`src/rtl/lbist_tpg_ctrl_if.sv`:
```
// ----------------------------------------------------------------------------
// lbist_tpg_ctrl_if
//   Session/pattern bundle between the LBIST pattern generator controller and
//   whatever drives it (test sequencer) and reads it (CUT harness, comp).
//
//   master : the controller (lbist_tpg_ctrl)
//     in  start     session request
//     in  hold      stall pattern/index while running
//     in  res       registered mismatch bit from comp (1 = mismatch)
//     out pat_out   current pattern, [0:PAT_BITS-1], bit 0 is the MSB
//     out pat_valid pat_out is a live test pattern
//     out busy      session in progress (RUN or DRAIN)
//     out done      one-cycle end-of-session pulse
//     out fail      sticky mismatch verdict
//     out fail_idx  index of the first failing pattern
//   slave  : the sequencer/harness side, directions mirrored
// ----------------------------------------------------------------------------
interface lbist_tpg_ctrl_if #(
    parameter int PAT_BITS = 4,
    parameter int CNT_W    = 4
);
    logic                start;
    logic                hold;
    logic                res;
    logic [0:PAT_BITS-1] pat_out;
    logic                pat_valid;
    logic                busy;
    logic                done;
    logic                fail;
    logic [CNT_W-1:0]    fail_idx;

    modport master (
        input  start, hold, res,
        output pat_out, pat_valid, busy, done, fail, fail_idx
    );

    modport slave (
        output start, hold, res,
        input  pat_out, pat_valid, busy, done, fail, fail_idx
    );
endinterface

```
`src/rtl/lbist_tpg_ctrl.sv`:
```
// ----------------------------------------------------------------------------
// lbist_tpg_ctrl
//   LBIST stimulus-side controller. On start it walks N_PATTERNS states of a
//   maximal-length LFSR onto pat_out, then folds the per-cycle mismatch bit
//   returned by comp into a sticky fail flag and the index of the first
//   failing pattern.
//
//   Ports:
//     clk    rising-edge clock
//     rst_n  asynchronous active-low reset (aborts a session, no done)
//     bus    lbist_tpg_ctrl_if.master: start/hold/res in,
//            pat_out/pat_valid/busy/done/fail/fail_idx out
// ----------------------------------------------------------------------------
module lbist_tpg_ctrl #(
    parameter int                  PAT_BITS   = 4,
    parameter logic [0:PAT_BITS-1] TAPS       = 4'b1100,
    parameter logic [0:PAT_BITS-1] SEED       = 4'b0001,
    parameter int                  N_PATTERNS = 15,
    parameter int                  CNT_W      = 4
) (
    input  logic             clk,
    input  logic             rst_n,
    lbist_tpg_ctrl_if.master bus
);

    localparam logic [1:0] S_IDLE  = 2'd0;
    localparam logic [1:0] S_RUN   = 2'd1;
    localparam logic [1:0] S_DRAIN = 2'd2;
    localparam logic [1:0] S_DONE  = 2'd3;

    localparam logic [CNT_W-1:0] LAST_IDX = CNT_W'(N_PATTERNS - 1);

    logic [1:0]          state;
    logic [0:PAT_BITS-1] pat;
    logic [CNT_W-1:0]    idx;
    logic                chk_valid;
    logic [CNT_W-1:0]    chk_idx;
    logic                fail;
    logic [CNT_W-1:0]    fail_idx;
    logic                run;
    logic                accept;

    // Fibonacci step: shift toward bit 0 (MSB), feedback enters at the LSB.
    function automatic logic [0:PAT_BITS-1] lfsr_step(input logic [0:PAT_BITS-1] p);
        logic fb;
        fb = ^(p & TAPS);
        return {p[1:PAT_BITS-1], fb};
    endfunction

    assign run    = (state == S_RUN);
    assign accept = (state == S_IDLE) && bus.start;

    // Stage 0: session FSM, pattern generator and pattern index
    always_ff @(posedge clk or negedge rst_n) begin
        if (!rst_n) begin
            state <= S_IDLE;
            pat   <= '0;
            idx   <= '0;
        end else begin
            case (state)
                S_IDLE: begin
                    if (bus.start) begin
                        state <= S_RUN;
                        pat   <= SEED;
                        idx   <= '0;
                    end
                end
                S_RUN: begin
                    if (!bus.hold) begin
                        // The last pattern is not stepped past; it simply
                        // stops being valid once we leave RUN.
                        if (idx == LAST_IDX) begin
                            state <= S_DRAIN;
                        end else begin
                            pat <= lfsr_step(pat);
                            idx <= idx + CNT_W'(1);
                        end
                    end
                end
                S_DRAIN: state <= S_DONE;
                default: state <= S_IDLE;
            endcase
        end
    end

    // Stage 1: align pattern index with comp's registered response, then
    // accumulate the verdict. A held pattern is rechecked every cycle.
    always_ff @(posedge clk or negedge rst_n) begin
        if (!rst_n) begin
            chk_valid <= 1'b0;
            chk_idx   <= '0;
            fail      <= 1'b0;
            fail_idx  <= '0;
        end else begin
            chk_valid <= run;
            chk_idx   <= idx;
            if (accept) begin
                fail     <= 1'b0;
                fail_idx <= '0;
            end else if (chk_valid && bus.res) begin
                fail <= 1'b1;
                if (!fail) begin
                    fail_idx <= chk_idx;
                end
            end
        end
    end

    assign bus.pat_out   = pat;
    assign bus.pat_valid = run;
    assign bus.busy      = run || (state == S_DRAIN);
    assign bus.done      = (state == S_DONE);
    assign bus.fail      = fail;
    assign bus.fail_idx  = fail_idx;

endmodule

```
`src/flat_wrapper.sv`:
```
// flat-port wrapper written by rule: the top's interface ports become plain ports
module lbist_tpg_ctrl_flat 
#(
    parameter int                  PAT_BITS   = 4,
    parameter logic [0:PAT_BITS-1] TAPS       = 4'b1100,
    parameter logic [0:PAT_BITS-1] SEED       = 4'b0001,
    parameter int                  N_PATTERNS = 15,
    parameter int                  CNT_W      = 4
)
  (clk, rst_n, bus_start, bus_hold, bus_res, bus_pat_out, bus_pat_valid, bus_busy, bus_done, bus_fail, bus_fail_idx);
  lbist_tpg_ctrl_if #(.PAT_BITS(PAT_BITS), .CNT_W(CNT_W)) bus_i ();
  input  logic clk;
  input  logic rst_n;
  input wire logic [$bits(bus_i.start)-1:0] bus_start;
  input wire logic [$bits(bus_i.hold)-1:0] bus_hold;
  input wire logic [$bits(bus_i.res)-1:0] bus_res;
  output wire logic [$bits(bus_i.pat_out)-1:0] bus_pat_out;
  output wire logic [$bits(bus_i.pat_valid)-1:0] bus_pat_valid;
  output wire logic [$bits(bus_i.busy)-1:0] bus_busy;
  output wire logic [$bits(bus_i.done)-1:0] bus_done;
  output wire logic [$bits(bus_i.fail)-1:0] bus_fail;
  output wire logic [$bits(bus_i.fail_idx)-1:0] bus_fail_idx;
  assign bus_i.start = bus_start;
  assign bus_i.hold = bus_hold;
  assign bus_i.res = bus_res;
  assign bus_pat_out = bus_i.pat_out;
  assign bus_pat_valid = bus_i.pat_valid;
  assign bus_busy = bus_i.busy;
  assign bus_done = bus_i.done;
  assign bus_fail = bus_i.fail;
  assign bus_fail_idx = bus_i.fail_idx;
  lbist_tpg_ctrl #(.PAT_BITS(PAT_BITS), .TAPS(TAPS), .SEED(SEED), .N_PATTERNS(N_PATTERNS), .CNT_W(CNT_W)) u_core (.clk(clk), .rst_n(rst_n), .bus(bus_i));
endmodule
```
`config.mk`:
```
export PLATFORM = sky130hd
export DESIGN_NAME = lbist_tpg_ctrl_flat
export DESIGN_NICKNAME = d
export VERILOG_FILES = /design/src/rtl/lbist_tpg_ctrl_if.sv /design/src/rtl/lbist_tpg_ctrl.sv /design/src/flat_wrapper.sv
export SDC_FILE = /design/constraint.sdc
export NUM_CORES = 1
export LEC_CHECK = 0
export BUFFER_PORTS_ARGS = -buffer_cell sky130_fd_sc_hd__buf_2
export CAP_MARGIN = 20
export CELL_PAD_IN_SITES_DETAIL_PLACEMENT = 1
export CELL_PAD_IN_SITES_GLOBAL_PLACEMENT = 2
export CORE_MARGIN = 2
export CORE_UTILIZATION = 31
export CTS_CLUSTER_SIZE = 8
export DETAILED_ROUTE_END_ITERATION = 16
export GPL_TIMING_DRIVEN = 0
export PLACE_DENSITY_LB_ADDON = 0.05
export SLEW_MARGIN = 15
export SYNTH_ARGS = -nofsm -noshare
export SYNTH_HDL_FRONTEND = slang
export SYNTH_SLANG_ARGS = --single-unit
```
`constraint.sdc`:
```
create_clock -name clk -period 1.6 [get_ports clk]
set_input_delay 0.08 -clock clk [delete_from_list [all_inputs] [get_ports clk]]
set_output_delay 0.08 -clock clk [all_outputs]
set_load 0.01 [all_outputs]
```
==> flow_summary.json, run 1 <==
{
  "routedWlPerCell_um": 13.7,
  "power_mw": 2.44,
  "fin_nets": 124,
  "synth-seq-area-share": 0.504,
  "cts_tree": "built",
  "final_util": 0.415,
  "fmax_mhz": 659,
  "ys_types": 31,
  "setup_viol": 0,
  "preCtsSetupSlack_ns": -0.0401,
  "yosysMostFrequentCell": "dfrtp_1",
  "startpoint_type": "register",
  "place_inst": 147,
  "p_clk_frac": 0.174,
  "power_density_mw_per_mm2": 1930,
  "drtAntennaViolNets": 0,
  "max_slew_margin": 0.698,
  "finalHoldViolCount": 0,
  "synth_top_family_by_area": "compound AO/OA/AOI/OAI gates",
  "cts_buffers": 3,
  "antenna_found_initial": 0,
  "h-tree-depth": 1,
  "synthAdderAreaFrac": 0.0757,
  "min_path_type": "in -> reg",
  "drtIter0Drc": 11,
  "gp_congestion": 0.677,
  "clock_skew_ns": 0.00446,
  "synth-edff-count": 0,
  "m1WireLength_um": 951,
  "final_cells": 156,
  "synth_xor_area_frac": 0.00883,
  "combinationalPowerShare": 0.490,
  "fp.coreArea_mm2": 0.00305,
  "place_hpwl_um": 1480,
  "clkTransAtPathRegs_ns": 0.12,
  "tightest_slew_ns": 0.454,
  "ys_async_sr_fraction": 1.00,
  "maxUsedRoutingLayer": "met4",
  "met3WireLength_um": 75,
  "placedInstanceArea_mm2": 0.00113,
  "top_level_ports": 17,
  "drive_gt1_frac": 0.348,
  "clock-sinks": 20,
  "grt_pass1_vias": 766,
  "max_stage_delay_ns": 0.38,
  "avgSynthCellArea_um2": 11.4,
  "netSwitchingPower_uw": 943,
  "crit_path_end_kind": "register",
  "clock_latency_ns": 0.31,
  "synth.area.top_cells": "dfrtp_1 (50%), ha_1 (7.6%), a21oi_1 (5.0%)",
  "worst-r2r-setup-slack_ns": 0.08,
  "gr-total-overflow": 0,
  "hold_slack_ns": 0.0300,
  "finalSetupTns_ns": 0,
  "worstPathArrival_ns": 1.72,
  "yosys-top-cells-count": "dfrtp_1 (20), a21oi_1 (10), nand2_1 (9)",
  "yosys.area.top_type_share": 0.504,
  "swShare": 0.387,
  "pwr-share-seq": 0.336,
  "ir_worst_vdd_mv": 0.552,
  "synthSimpleGateAreaFrac": 0.146,
  "fin_crit_sh": 0.948,
  "path_max_fanout": 9,
  "wirelength_um": 2140,
  "grt_max_degree": 21,
  "path_class": "reg -> reg",
  "firstDrtPassIters": 4,
  "rows": 20,
  "p_int_mw": 1.49,
  "drt-vias-per-instance": 4.79,
  "track_usage": 0.135,
  "min_period_ns": 1.52,
  "cts-root-buf": "clkbuf_4",
  "synthMuxAreaShare": 0.0656,
  "antennaDiodeCount": 0,
  "clk_path_buf_depth": 2,
  "crit_chain": "inv_1 > ha_1 > buf_6 > nand2b_4 > nand2_2 > a21oi_4 > mux2_4",
  "setup_ws_ns": 0.0835,
  "cp_slowest_cell": "dfrtp_1",
  "fillers": 359,
  "syn_to_final_growth_pct": 27.6,
  "synth_top_cell_by_area": "dfrtp_1",
  "die_w_um": 60.6,
  "grt_pass1_wl_um": 3590,
  "syn-num-nets": 98,
  "synthFlopType": "dfrtp_1",
  "ys_ff_latch": 20,
  "cap_violations": 0,
  "dr_wl_met2_um": 1080,
  "die_area_mm2": 0.00367,
  "initial_utilization": 0.325,
  "die_h_um": 60.6,
  "required_ns": 1.81,
  "rsz0062_at_grt": "yes",
  "num_vias": 747,
  "synth.yosys.warnings": 0,
  "leakage_nw": 0.631,
  "drc": 0,
  "synth_compound_area_frac": 0.168,
  "synth_cells": 87,
  "status": "finished clean",
  "final_area_mm2": 0.00127,
  "portBuffers": 16,
  "drv_slew": 0,
  "syn_area_um2": 992
}
critical path: cells and delay by family, from the launching register on:
family                     cells  cell delay (ns)
and+or+nand+nor                2             0.17
AOI/OAI and AO/OA              1             0.14
muxes                          1             0.31
buffers and inverters          2             0.23
DFF                            1             0.38
adders and majority gates      1             0.19
placed cells by master (no fill, tap or decap), types with 2 or more instances in the layout:
cell type,netlist,routed
buf_2,1,17
ha_4,0,2
a21oi_1,10,10
inv_1,3,2
buf_4,2,5
nand4_1,3,3
clkbuf_4,0,3
dfrtp_1,20,20
nand3_1,4,4
nor2_1,3,3
nand2_1,9,8
ha_1,6,4
mux2i_1,5,5
o21ai_0,2,2
final timing paths:
check,from,to,cells after the start
max,u_core.state[1],u_core.state[1],7
min,bus_start,u_core.bus.fail_idx[2],2
max reg2reg,u_core.state[1],u_core.state[1],7
min reg2reg,u_core.idx[0],u_core.chk_idx[0],0
max in group asynchronous,rst_n,u_core.bus.pat_out[1],2
min in group asynchronous,rst_n,u_core.bus.pat_out[0],2
area by class of cell:
type | instances | area, um2 | share of cell area
multi-input combinational | 61 | 503 | 0.397
sequential | 20 | 500 | 0.395
timing repair buffer | 21 | 120 | 0.0949
tap | 44 | 55.1 | 0.0435
clock inverter | 1 | 30.0 | 0.0237
buffer | 3 | 23.8 | 0.0188
clock buffer | 3 | 22.5 | 0.0178
inverter | 3 | 11.3 | 0.00889
kinds of logic after synthesis:
| logic type | count (synthesis) |
|---|---|
| simple gates | 26 |
| compound gates | 22 |
| flops | 20 |
| buf+inv | 6 |
| mux | 6 |
| fa+ha+maj | 6 |
| xor+xnor | 1 |
sequential cells by signal, indices dropped and copies added (netlist names):
register	cells
u_core.bus.pat_out	4
u_core.bus.fail	1
u_core.chk_valid	1
u_core.state	2
u_core.idx	4
u_core.chk_idx	4
u_core.bus.fail_idx	4
power groups by stage:
stage	Clock [mW]	Combinational, mW	Sequential, mW
6_report	0.425	1.19	0.820
5_1_grt	0.460	1.32	0.849
4_1_cts	0.435	1.11	0.813
3_5_place_dp	0	1.02	0.834
3_3_place_gp	0	1.01	0.831
2_1_floorplan	0	0.717	0.834
repair_timing:
item                                    in CTS  in global routing
endpoints found under the setup margin       4                  6
cloned                                       0                  0
pin swaps                                    0                  1
resized for setup                            4                  5
hold endpoints to repair                    20                  0
setup buffers                                2                  2
hold buffers                                 1                  0
routing by layer:
layer,up-vias,global-route usage
met5,-,0
met4,0,0.0652
met3,2,0.0256
met2,12,0.229
met1,372,0.166
li1,361,-
Note: power is estimated with default switching activity, not from simulation.
==> run 2, diff against run 1 <==
--- a/config.mk
+++ b/config.mk
@@ -7,15 +7,14 @@
 export LEC_CHECK = 0
 export BUFFER_PORTS_ARGS = -buffer_cell sky130_fd_sc_hd__buf_2
 export CAP_MARGIN = 20
-export CELL_PAD_IN_SITES_DETAIL_PLACEMENT = 1
-export CELL_PAD_IN_SITES_GLOBAL_PLACEMENT = 2
 export CORE_MARGIN = 2
-export CORE_UTILIZATION = 31
+export CORE_UTILIZATION = 33
 export CTS_CLUSTER_SIZE = 8
 export DETAILED_ROUTE_END_ITERATION = 16
 export GPL_TIMING_DRIVEN = 0
 export PLACE_DENSITY_LB_ADDON = 0.05
-export SLEW_MARGIN = 15
+export SETUP_SLACK_MARGIN = 0.2
+export SLEW_MARGIN = 20
 export SYNTH_ARGS = -nofsm -noshare
 export SYNTH_HDL_FRONTEND = slang
 export SYNTH_SLANG_ARGS = --single-unit
==> run 2 against run 1 <==
  * Register-to-register slack better by 0.02 ns
  * Cell count down 4.5%
  * Utilization up 6.0 points
  * Hold slack worse by 0.0048 ns
  * Combinational power up 17%
==> flow_summary.json, run 2 (synthesis results as in run 1) <==
{
  "status": "finished clean",
  "rows": 19,
  "syn_to_final_growth_pct": 34.2,
  "hold_slack_ns": 0.0253,
  "top_usage_layer": "met2",
  "crit_path_end_kind": "register",
  "drt-vias-per-instance": 5.15,
  "drc": 0,
  "crit_family": "flip-flops",
  "fp.coreArea_mm2": 0.00281,
  "die_h_um": 58.8,
  "track_usage": 0.121,
  "num_vias": 768,
  "multi_input_area_um2": 541,
  "grt_pass1_wl_um": 3080,
  "pwr-share-seq": 0.316,
  "max_stage_delay_ns": 0.43,
  "final_cells": 149,
  "cts_tree": "built",
  "routedWlPerCell_um": 13.9,
  "setup_ws_ns": 0.106,
  "cp_slowest_cell": "dfrtp_2",
  "drive_gt1_frac": 0.432,
  "die_w_um": 58.8,
  "wirelength_um": 2060,
  "startpoint_type": "register",
  "top_level_ports": 17,
  "drtAntennaViolNets": 0,
  "h-tree-depth": 1,
  "path_max_fanout": 5,
  "preCtsSetupSlack_ns": -0.0136,
  "layout_common_cells": "dfrtp_1 (18), buf_2 (17), buf_4 (10), a21oi_1 (10), nand2_1 (8)",
  "fmax_mhz": 669,
  "fin_nets": 130,
  "max_slew_margin": 0.700,
  "gp_congestion": 0.714,
  "cts-root-buf": "clkbuf_4",
  "portBuffers": 16,
  "drv_slew": 0,
  "p_int_mw": 1.65,
  "grt_pass1_vias": 631,
  "min_period_ns": 1.49,
  "place_hpwl_um": 1310,
  "setup_viol": 0,
  "clock-sinks": 20,
  "netSwitchingPower_uw": 997,
  "clkTransAtPathRegs_ns": 0.12,
  "swShare": 0.377,
  "antenna_found_initial": 0,
  "drtIter0Drc": 30,
  "gr-usage-met2": 0.183,
  "clock_latency_ns": 0.31,
  "place_inst": 134,
  "path_class": "reg -> reg",
  "ff_latch_area_um2": 503,
  "combinationalPowerShare": 0.525,
  "finalSetupTns_ns": 0,
  "min_path_type": "in -> reg",
  "cts_buffers": 3,
  "firstDrtPassIters": 4,
  "power_density_mw_per_mm2": 1990,
  "ir_worst_vdd_mv": 0.653,
  "worstPathArrival_ns": 1.70,
  "leakage_nw": 0.654,
  "fin_crit_sh": 0.934,
  "antennaDiodeCount": 0,
  "rsz0062_at_grt": "yes",
  "globalRouteMet3Util": 0.0396,
  "fillers": 267,
  "die_area_mm2": 0.00346,
  "path_buf_inv": 2,
  "p_clk_frac": 0.159,
  "crit_chain": "inv_2 > ha_4 > buf_8 > nand2b_4 > nand2_4 > a21oi_4 > mux2_4",
  "finalHoldViolCount": 0,
  "tightest_slew_ns": 0.450,
  "grt_max_degree": 21,
  "use_met1": 0.172,
  "required_ns": 1.81,
  "final_common_cell": "dfrtp_1",
  "clock_skew_ns": 0.00650,
  "clk_path_buf_depth": 2,
  "initial_utilization": 0.354,
  "gr-total-overflow": 0,
  "cap_violations": 0
}
-- run 2: path summary, 6_finish.rpt --
kind / startpoint / to / slack (ns) / cells past startpoint
min: bus_start / u_core.bus.fail / 0.03 / 2
max reg2reg: u_core.state[0] / u_core.state[1] / 0.11 / 7
max: u_core.state[0] / u_core.state[1] / 0.11 / 7
max in group asynchronous: rst_n / u_core.idx[1] / 1.02 / 2
min reg2reg: u_core.idx[1] / u_core.chk_idx[1] / 0.49 / 0
min in group asynchronous: rst_n / u_core.state[1] / 0.24 / 2
-- run 2: area by class of cell --
cell class	instances	area share
clock inverter	1	0.0226
clock buffer	3	0.0169
multi-input combinational	62	0.406
timing repair buffer	26	0.118
inverter	3	0.00846
tap	31	0.0291
sequential	20	0.378
buffer	3	0.0207
-- run 2: power by group through the flow --
stage / logic, mW / registers [mW] / clock network, mW
2_1_floorplan: 0.749 / 0.837 / 0
3_3_place_gp: 1.02 / 0.826 / 0
3_5_place_dp: 1.02 / 0.832 / 0
4_1_cts: 1.22 / 0.816 / 0.434
5_1_grt: 1.54 / 0.859 / 0.448
6_report: 1.39 / 0.835 / 0.421
-- run 2: stage by stage --
| step | total power, mW | area, um2 | util |
|---|---|---|---|
| after detailed placement | 1.85 | 1120 | 0.400 |
| after global placement | 1.85 | 1120 | 0.400 |
| after floorplan | 1.59 | 1000 | - |
| after global routing | 2.85 | 1330 | 0.475 |
| final | 2.64 | 1330 | 0.475 |
| after CTS | 2.47 | 1270 | 0.451 |
-- run 2: timing repair --
action                     in CTS  in global routing
hold endpoints to repair       20                  0
pin swaps                       1                  6
cloned                          0                  1
hold buffers                    1                  0
resized for setup               6                  8
setup buffers                   6                  3
setup endpoints to repair      11                 11
-- run 2: metal layers --
layer	vias up	routed length, um
met4	0	13
met5	-	0
met1	366	986
met3	2	88
li1	385	-
met2	15	975
